### config.mk
export PLATFORM = sky130hd
export DESIGN_NAME = gold_nic_vc
export DESIGN_NICKNAME = d
export VERILOG_FILES = /design/src/rtl/gold_nic_pkg.sv /design/src/rtl/nic_sync_fifo.sv /design/src/rtl/gold_nic_vc.sv
export SDC_FILE = /design/constraint.sdc
export NUM_CORES = 1
export LEC_CHECK = 0
export CORE_MARGIN = 8
export CORE_UTILIZATION = 61
export CTS_BUF_LIST = sky130_fd_sc_hd__clkbuf_2
export DETAILED_ROUTE_END_ITERATION = 7
export GPL_TIMING_DRIVEN = 0
export PLACE_DENSITY = 0.86
export SETUP_SLACK_MARGIN = 0.15
export SLEW_MARGIN = 30
export SYNTH_ARGS = -nofsm -noshare
export SYNTH_HDL_FRONTEND = slang
export SYNTH_SLANG_ARGS = --single-unit
export TNS_END_PERCENT = 1
### constraint.sdc
create_clock -name clk -period 4.2 [get_ports clk]
set_clock_uncertainty 0.15 [all_clocks]
set_input_delay 0.84 -clock clk [delete_from_list [all_inputs] [get_ports clk]]
set_output_delay 0.84 -clock clk [all_outputs]
set_load 0.03 [all_outputs]
### src/rtl/gold_nic_pkg.sv
// Shared constants for the gold NIC: register map, status bit positions and field widths.
package gold_nic_pkg;

  typedef enum logic [1:0] {
    ADDR_OUT_BUF  = 2'd0,
    ADDR_OUT_STAT = 2'd1,
    ADDR_IN_BUF   = 2'd2,
    ADDR_IN_STAT  = 2'd3
  } nic_addr_e;

  localparam int unsigned CNT_W  = 4;
  localparam int unsigned DROP_W = 8;

  // Status bit positions use the MSB-first numbering of the data word (bit 0 = MSB).
  localparam int unsigned ST_VC0_FULL  = 0;
  localparam int unsigned ST_VC1_FULL  = 1;
  localparam int unsigned ST_WR_ERR    = 2;
  localparam int unsigned ST_IN_NEMPTY = 0;
  localparam int unsigned ST_IN_FULL   = 1;

  // Count fields sit at the LSB end; each offset is the distance back from DATA_W.
  localparam int unsigned VC0_CNT_OFS = 4;
  localparam int unsigned VC1_CNT_OFS = 8;
  localparam int unsigned IN_CNT_OFS  = 4;
  localparam int unsigned DROP_OFS    = 16;

endpackage

### src/rtl/nic_sync_fifo.sv
// Small synchronous FIFO with register-array storage, occupancy count and async active-low reset.
module nic_sync_fifo
  import gold_nic_pkg::*;
#(
  parameter int unsigned WIDTH = 64,
  parameter int unsigned DEPTH = 4
) (
  input  logic             clk,
  input  logic             rst_n,
  input  logic             push,
  input  logic             pop,
  input  logic [WIDTH-1:0] din,
  output logic [WIDTH-1:0] head,
  output logic [CNT_W-1:0] count,
  output logic             full,
  output logic             empty
);

  localparam int unsigned PTR_W = $clog2(DEPTH);

  logic [WIDTH-1:0] mem [DEPTH];
  logic [PTR_W-1:0] rd_ptr;
  logic [PTR_W-1:0] wr_ptr;
  logic             do_push;
  logic             do_pop;

  assign full    = (count == CNT_W'(DEPTH));
  assign empty   = (count == '0);
  assign head    = mem[rd_ptr];
  // Full/empty are pre-edge, so a push into a full FIFO is lost even if it pops this cycle.
  assign do_push = push & ~full;
  assign do_pop  = pop & ~empty;

  always_ff @(posedge clk or negedge rst_n) begin
    if (!rst_n) begin
      rd_ptr <= '0;
      wr_ptr <= '0;
      count  <= '0;
      for (int unsigned i = 0; i < DEPTH; i++) mem[i] <= '0;
    end else begin
      if (do_push) begin
        mem[wr_ptr] <= din;
        wr_ptr      <= (wr_ptr == PTR_W'(DEPTH - 1)) ? '0 : wr_ptr + 1'b1;
      end
      if (do_pop) rd_ptr <= (rd_ptr == PTR_W'(DEPTH - 1)) ? '0 : rd_ptr + 1'b1;
      case ({do_push, do_pop})
        2'b10:   count <= count + 1'b1;
        2'b01:   count <= count - 1'b1;
        default: count <= count;
      endcase
    end
  end

endmodule

### src/rtl/gold_nic_vc.sv
// Gold NIC with two outbound virtual-channel FIFOs and one inbound FIFO with a saturating drop counter.
module gold_nic_vc
  import gold_nic_pkg::*;
#(
  parameter int unsigned DATA_W    = 64,
  parameter int unsigned OUT_DEPTH = 4,
  parameter int unsigned IN_DEPTH  = 4,
  parameter int unsigned VC_BIT    = 0
) (
  input  logic              clk,
  input  logic              reset,
  input  logic [1:0]        addr,
  input  logic [0:DATA_W-1] d_in,
  output logic [0:DATA_W-1] d_out,
  input  logic              nicEn,
  input  logic              nicEnWr,
  input  logic              net_si,
  output logic              net_ri,
  input  logic [0:DATA_W-1] net_di,
  output logic              net_so,
  input  logic              net_ro,
  output logic [0:DATA_W-1] net_do,
  input  logic              net_polarity
);

  logic [1:0]        vc_push;
  logic [1:0]        vc_pop;
  logic [1:0]        vc_full;
  logic [1:0]        vc_empty;
  logic [DATA_W-1:0] vc_head  [2];
  logic [CNT_W-1:0]  vc_count [2];

  logic [DATA_W-1:0] in_head;
  logic [CNT_W-1:0]  in_count;
  logic              in_full;
  logic              in_empty;
  logic              in_pop;
  logic              drop_ev;

  logic              wr_buf;
  logic              rd_en;
  logic              sel;
  logic              launch;
  logic              wr_err;
  logic [DROP_W-1:0] drop_cnt;
  logic [0:DATA_W-1] rd_data;

  for (genvar v = 0; v < 2; v++) begin : g_vc
    nic_sync_fifo #(.WIDTH(DATA_W), .DEPTH(OUT_DEPTH)) u_fifo (
      .clk   (clk),
      .rst_n (reset),
      .push  (vc_push[v]),
      .pop   (vc_pop[v]),
      .din   (d_in),
      .head  (vc_head[v]),
      .count (vc_count[v]),
      .full  (vc_full[v]),
      .empty (vc_empty[v])
    );
  end

  nic_sync_fifo #(.WIDTH(DATA_W), .DEPTH(IN_DEPTH)) u_in_fifo (
    .clk   (clk),
    .rst_n (reset),
    .push  (net_si),
    .pop   (in_pop),
    .din   (net_di),
    .head  (in_head),
    .count (in_count),
    .full  (in_full),
    .empty (in_empty)
  );

  assign net_ri = reset & ~in_full;

  always_comb begin
    wr_buf     = nicEn & nicEnWr & (addr == ADDR_OUT_BUF);
    rd_en      = nicEn & ~nicEnWr;
    vc_push[0] = wr_buf & ~d_in[VC_BIT];
    vc_push[1] = wr_buf & d_in[VC_BIT];
    // The VC launched at this edge is the one whose polarity phase follows it.
    sel        = ~net_polarity;
    launch     = net_ro & ~vc_empty[sel];
    vc_pop     = '0;
    vc_pop[sel] = launch;
    in_pop     = rd_en & (addr == ADDR_IN_BUF) & ~in_empty;
    drop_ev    = net_si & in_full;

    rd_data = '0;
    case (nic_addr_e'(addr))
      ADDR_OUT_STAT: begin
        rd_data[ST_VC0_FULL] = vc_full[0];
        rd_data[ST_VC1_FULL] = vc_full[1];
        rd_data[ST_WR_ERR]   = wr_err;
        rd_data[DATA_W-VC1_CNT_OFS +: CNT_W] = vc_count[1];
        rd_data[DATA_W-VC0_CNT_OFS +: CNT_W] = vc_count[0];
      end
      ADDR_IN_BUF: rd_data = in_empty ? '0 : in_head;
      ADDR_IN_STAT: begin
        rd_data[ST_IN_NEMPTY] = ~in_empty;
        rd_data[ST_IN_FULL]   = in_full;
        rd_data[DATA_W-DROP_OFS +: DROP_W]  = drop_cnt;
        rd_data[DATA_W-IN_CNT_OFS +: CNT_W] = in_count;
      end
      default: rd_data = '0;
    endcase
  end

  always_ff @(posedge clk or negedge reset) begin
    if (!reset) begin
      d_out    <= '0;
      net_so   <= 1'b0;
      net_do   <= '0;
      wr_err   <= 1'b0;
      drop_cnt <= '0;
    end else begin
      d_out  <= rd_en ? rd_data : '0;
      net_so <= launch;
      net_do <= launch ? vc_head[sel] : '0;
      if (wr_buf && vc_full[d_in[VC_BIT]]) wr_err <= 1'b1;
      else if (rd_en && addr == ADDR_OUT_STAT) wr_err <= 1'b0;
      // A drop coinciding with the clearing read must still be counted.
      if (rd_en && addr == ADDR_IN_STAT) drop_cnt <= DROP_W'(drop_ev);
      else if (drop_ev && drop_cnt != '1) drop_cnt <= drop_cnt + 1'b1;
    end
  end

endmodule

==> metrics.cfg <==
[setup_path]
path_class=register to register
start_kind=register
r2r-start=u_in_fifo.count[1]$_DFFE_PN0P_
worstPathMaxFanout=10
required_ps=5270
reg2reg_to=u_in_fifo.count[3]$_DFFE_PN0P_
rr_worst_depth=9
r2r_setup_slack_ps=490
end_kind=register
crit_arrival_ps=4780

[pwr]
finalPower_mw=29.8
ir_drop_mv=0.353
p_leak_nw=22.1
p_per_area_mw_per_mm2=628

[detailed_routing]
routed-wl-met3_mm=5.65
drt-pass1-iter-count=8
wl_mm=94.8
wl_per_cell_um=23.5
postRouteAntennaNets=0
drtIter0Drc=1443
met2_length_mm=49.0
top_layer=met5
vias=24000
wl_met1_mm=37.1
viasPerCell=5.94
post-route-drc-count=0

[synthesis]
ys_seq_elements=930
syn_inst=2363
syn_area_per_cell_um2=16.7
synth_nets=2531
async_reset_ff_frac=1.00
ys_types=48
synth-edff-count=0
yosysSeqAreaShare=0.589
syn-cell-area_mm2=0.0395
synth_warnings=0
ys.flop_type=dfrtp_1

[clocking]
numCtsBuffers=221
clk_pin_slew_ps=100
clock_latency_ps=1410
cts.sinks=930
clockBufferDepth=3
cts_max_level=4
cts_root_buf=clkbuf_2
cts_tree=yes

[floorplanning]
fp.dieW_um=270
chipHeight_um=270
core_region_area_mm2=0.0642
ios=267
start_util=0.615
die_area_mm2=0.0731
core.rowCount=93

[timing]
timing.final.crit_share=0.882
setup_viol=0
max_slew.worst_pin.slew_ps=885
setup_tns_ps=0
finalMaxSlewViolations=0
finalHoldViolCount=0
rsz0062_at_grt=no
fmax_ghz=0.270
slew_headroom=0.410
fin_crit_ps=3710

[outcome]
status=complete, no violations

[global_routing]
grt_pass1_wl_mm=151
grt_pass1_vias=27200
grt_use_total=0.262
overflow=0
grt_max_degree=131
antenna_found_initial=15

[finish]
stdcell_count=4041
drive_above_1_share=0.444
finalNetCount=3182
area_growth_pct=20.0
fin_area_mm2=0.0474

[min_path]
hold_path.class=input pin to async pin

[flow_run]
cap_violations=0

[place]
dp.cells=3491
io_buffers=266
place.gp.congestion=0.809
dp_hpwl_mm=59.6
place_area_mm2=0.0434

[how the worst max path moves through the flow]
stage / slack (ps) / depth (start not counted) / to / startpoint
2_1_floorplan: 1010 / 12 / g_vc[1].u_fifo.count[2]$_DFFE_PN0P_ / addr[0]
3_3_place_gp: -36170 / 1 / u_in_fifo.mem[227]$_DFFE_PN0P_ / reset
3_5_place_dp: -520 / 10 / u_in_fifo.count[3]$_DFFE_PN0P_ / nicEn
4_1_cts: 370 / 3 / net_ri / u_in_fifo.count[3]$_DFFE_PN0P_
5_1_grt: 350 / 3 / net_ri / u_in_fifo.count[3]$_DFFE_PN0P_
6_report: 490 / 9 / u_in_fifo.count[3]$_DFFE_PN0P_ / u_in_fifo.count[1]$_DFFE_PN0P_
[Yosys cell counts, types with 3 or more instances]
cell      instances  area [um2]
buf_2            71         355
nand2b_1          8        50.1
dfrtp_1         930       23300
xor2_1            8        70.1
and2_1           51         319
nand2_2           4        25.0
a21oi_1          10        50.1
buf_1             6        22.5
nand2_1          18        67.6
inv_1            17        63.8
o21ai_0          16        80.1
clkbuf_1         43         161
or3_1             5        31.3
mux4_2          192        4320
mux2_2          726        8180
nand2_4           4        45.0
nor2_1           21        78.8
ha_1             30         375
a22o_1           72         631
a222oi_1          6        60.1
xnor2_1           5        43.8
nor2b_1           4        25.0
mux2_1           42         473
or4_1             5        37.5
buf_6            24         270
o31ai_1           3        22.5
a22oi_1           6        45.0
nand3_1           8        40.0
[worst max-delay path, cell delays in order (launching register included)]
cell and delay, ps:
dfrtp_1 470, or4_1 590, and3_1 220, clkbuf_1 360, clkbuf_1 370, ha_1 390, ha_1 300, a21oi_1 210
o21ai_0 150, o311ai_0 370
[area by class of cell]
cell class | instances | area [um2]
clock inverter | 52 | 335
inverter | 17 | 63.8
buffer | 144 | 816
sequential | 930 | 23300
multi-input combinational | 1272 | 15300
tap | 855 | 1070
antenna | 17 | 42.5
fill | 3829 | 16800
clock buffer | 326 | 1630
timing repair buffer | 428 | 4820
[state kept, by name, summed over array words and instances (netlist names)]
register	cells
g_vc.u_fifo.mem	512
wr_err	1
g_vc.u_fifo.rd_ptr	4
u_in_fifo.mem	256
g_vc.u_fifo.count	8
u_in_fifo.count	4
u_in_fifo.wr_ptr	2
net_do	64
g_vc.u_fifo.wr_ptr	4
d_out	64
drop_cnt	8
net_so	1
u_in_fifo.rd_ptr	2
[logic make-up (layout without fill, tap and decap cells)]
logic type,count (synthesis),count (layout),share of synthesized area
buf+inv,161,967,0.0221
other cells,0,17,0
xor+xnor,13,13,0.00288
mux,961,961,0.329
compound gates,119,119,0.0239
flops,930,930,0.589
fa+ha+maj,31,31,0.0100
simple gates,148,148,0.0228
[through the flow]
stage | hold slack (ps) | utilization | setup slack (ps)
2_1_floorplan | 279 | - | 1010
3_3_place_gp | 294 | 0.673 | -36170
3_5_place_dp | 316 | 0.676 | -518
4_1_cts | 1.04 | 0.737 | 366
5_1_grt | 40.9 | 0.738 | 348
6_report | 87.5 | 0.738 | 494
[cell usage in the layout (no fill, tap or decap), types with 30 or more instances in the layout]
cell,count
dfrtp_1,930
mux2_2,726
clkbuf_2,329
clkdlybuf4s50_1,264
mux4_2,192
dlygate4sd3_1,131
buf_2,73
a22o_1,72
and2_1,51
clkbuf_1,43
mux2_1,42
clkinv_1,35
ha_1,30
[where the power goes]
part | internal, mW | switching (mW) | total, mW | leakage (nW)
combinational | 5.82 | 4.26 | 10.1 | 8.58
clock | 2.31 | 3.54 | 5.86 | 1.51
sequential | 12.1 | 1.72 | 13.8 | 12.0
[routing by layer]
layer | vias up | global-route usage
met5 | - | 0
met1 | 12700 | 0.322
met2 | 773 | 0.443
met3 | 230 | 0.0634
li1 | 10300 | -
met4 | 6 | 0.112
[what timing repair did]
item	CTS	global route
endpoints found under the hold margin	1307	0
endpoints found under the setup margin	1	0
gates resized for setup	1	0
hold buffers	150	0
setup buffers	1	0
No activity file was read; power rests on OpenSTA's default activity.
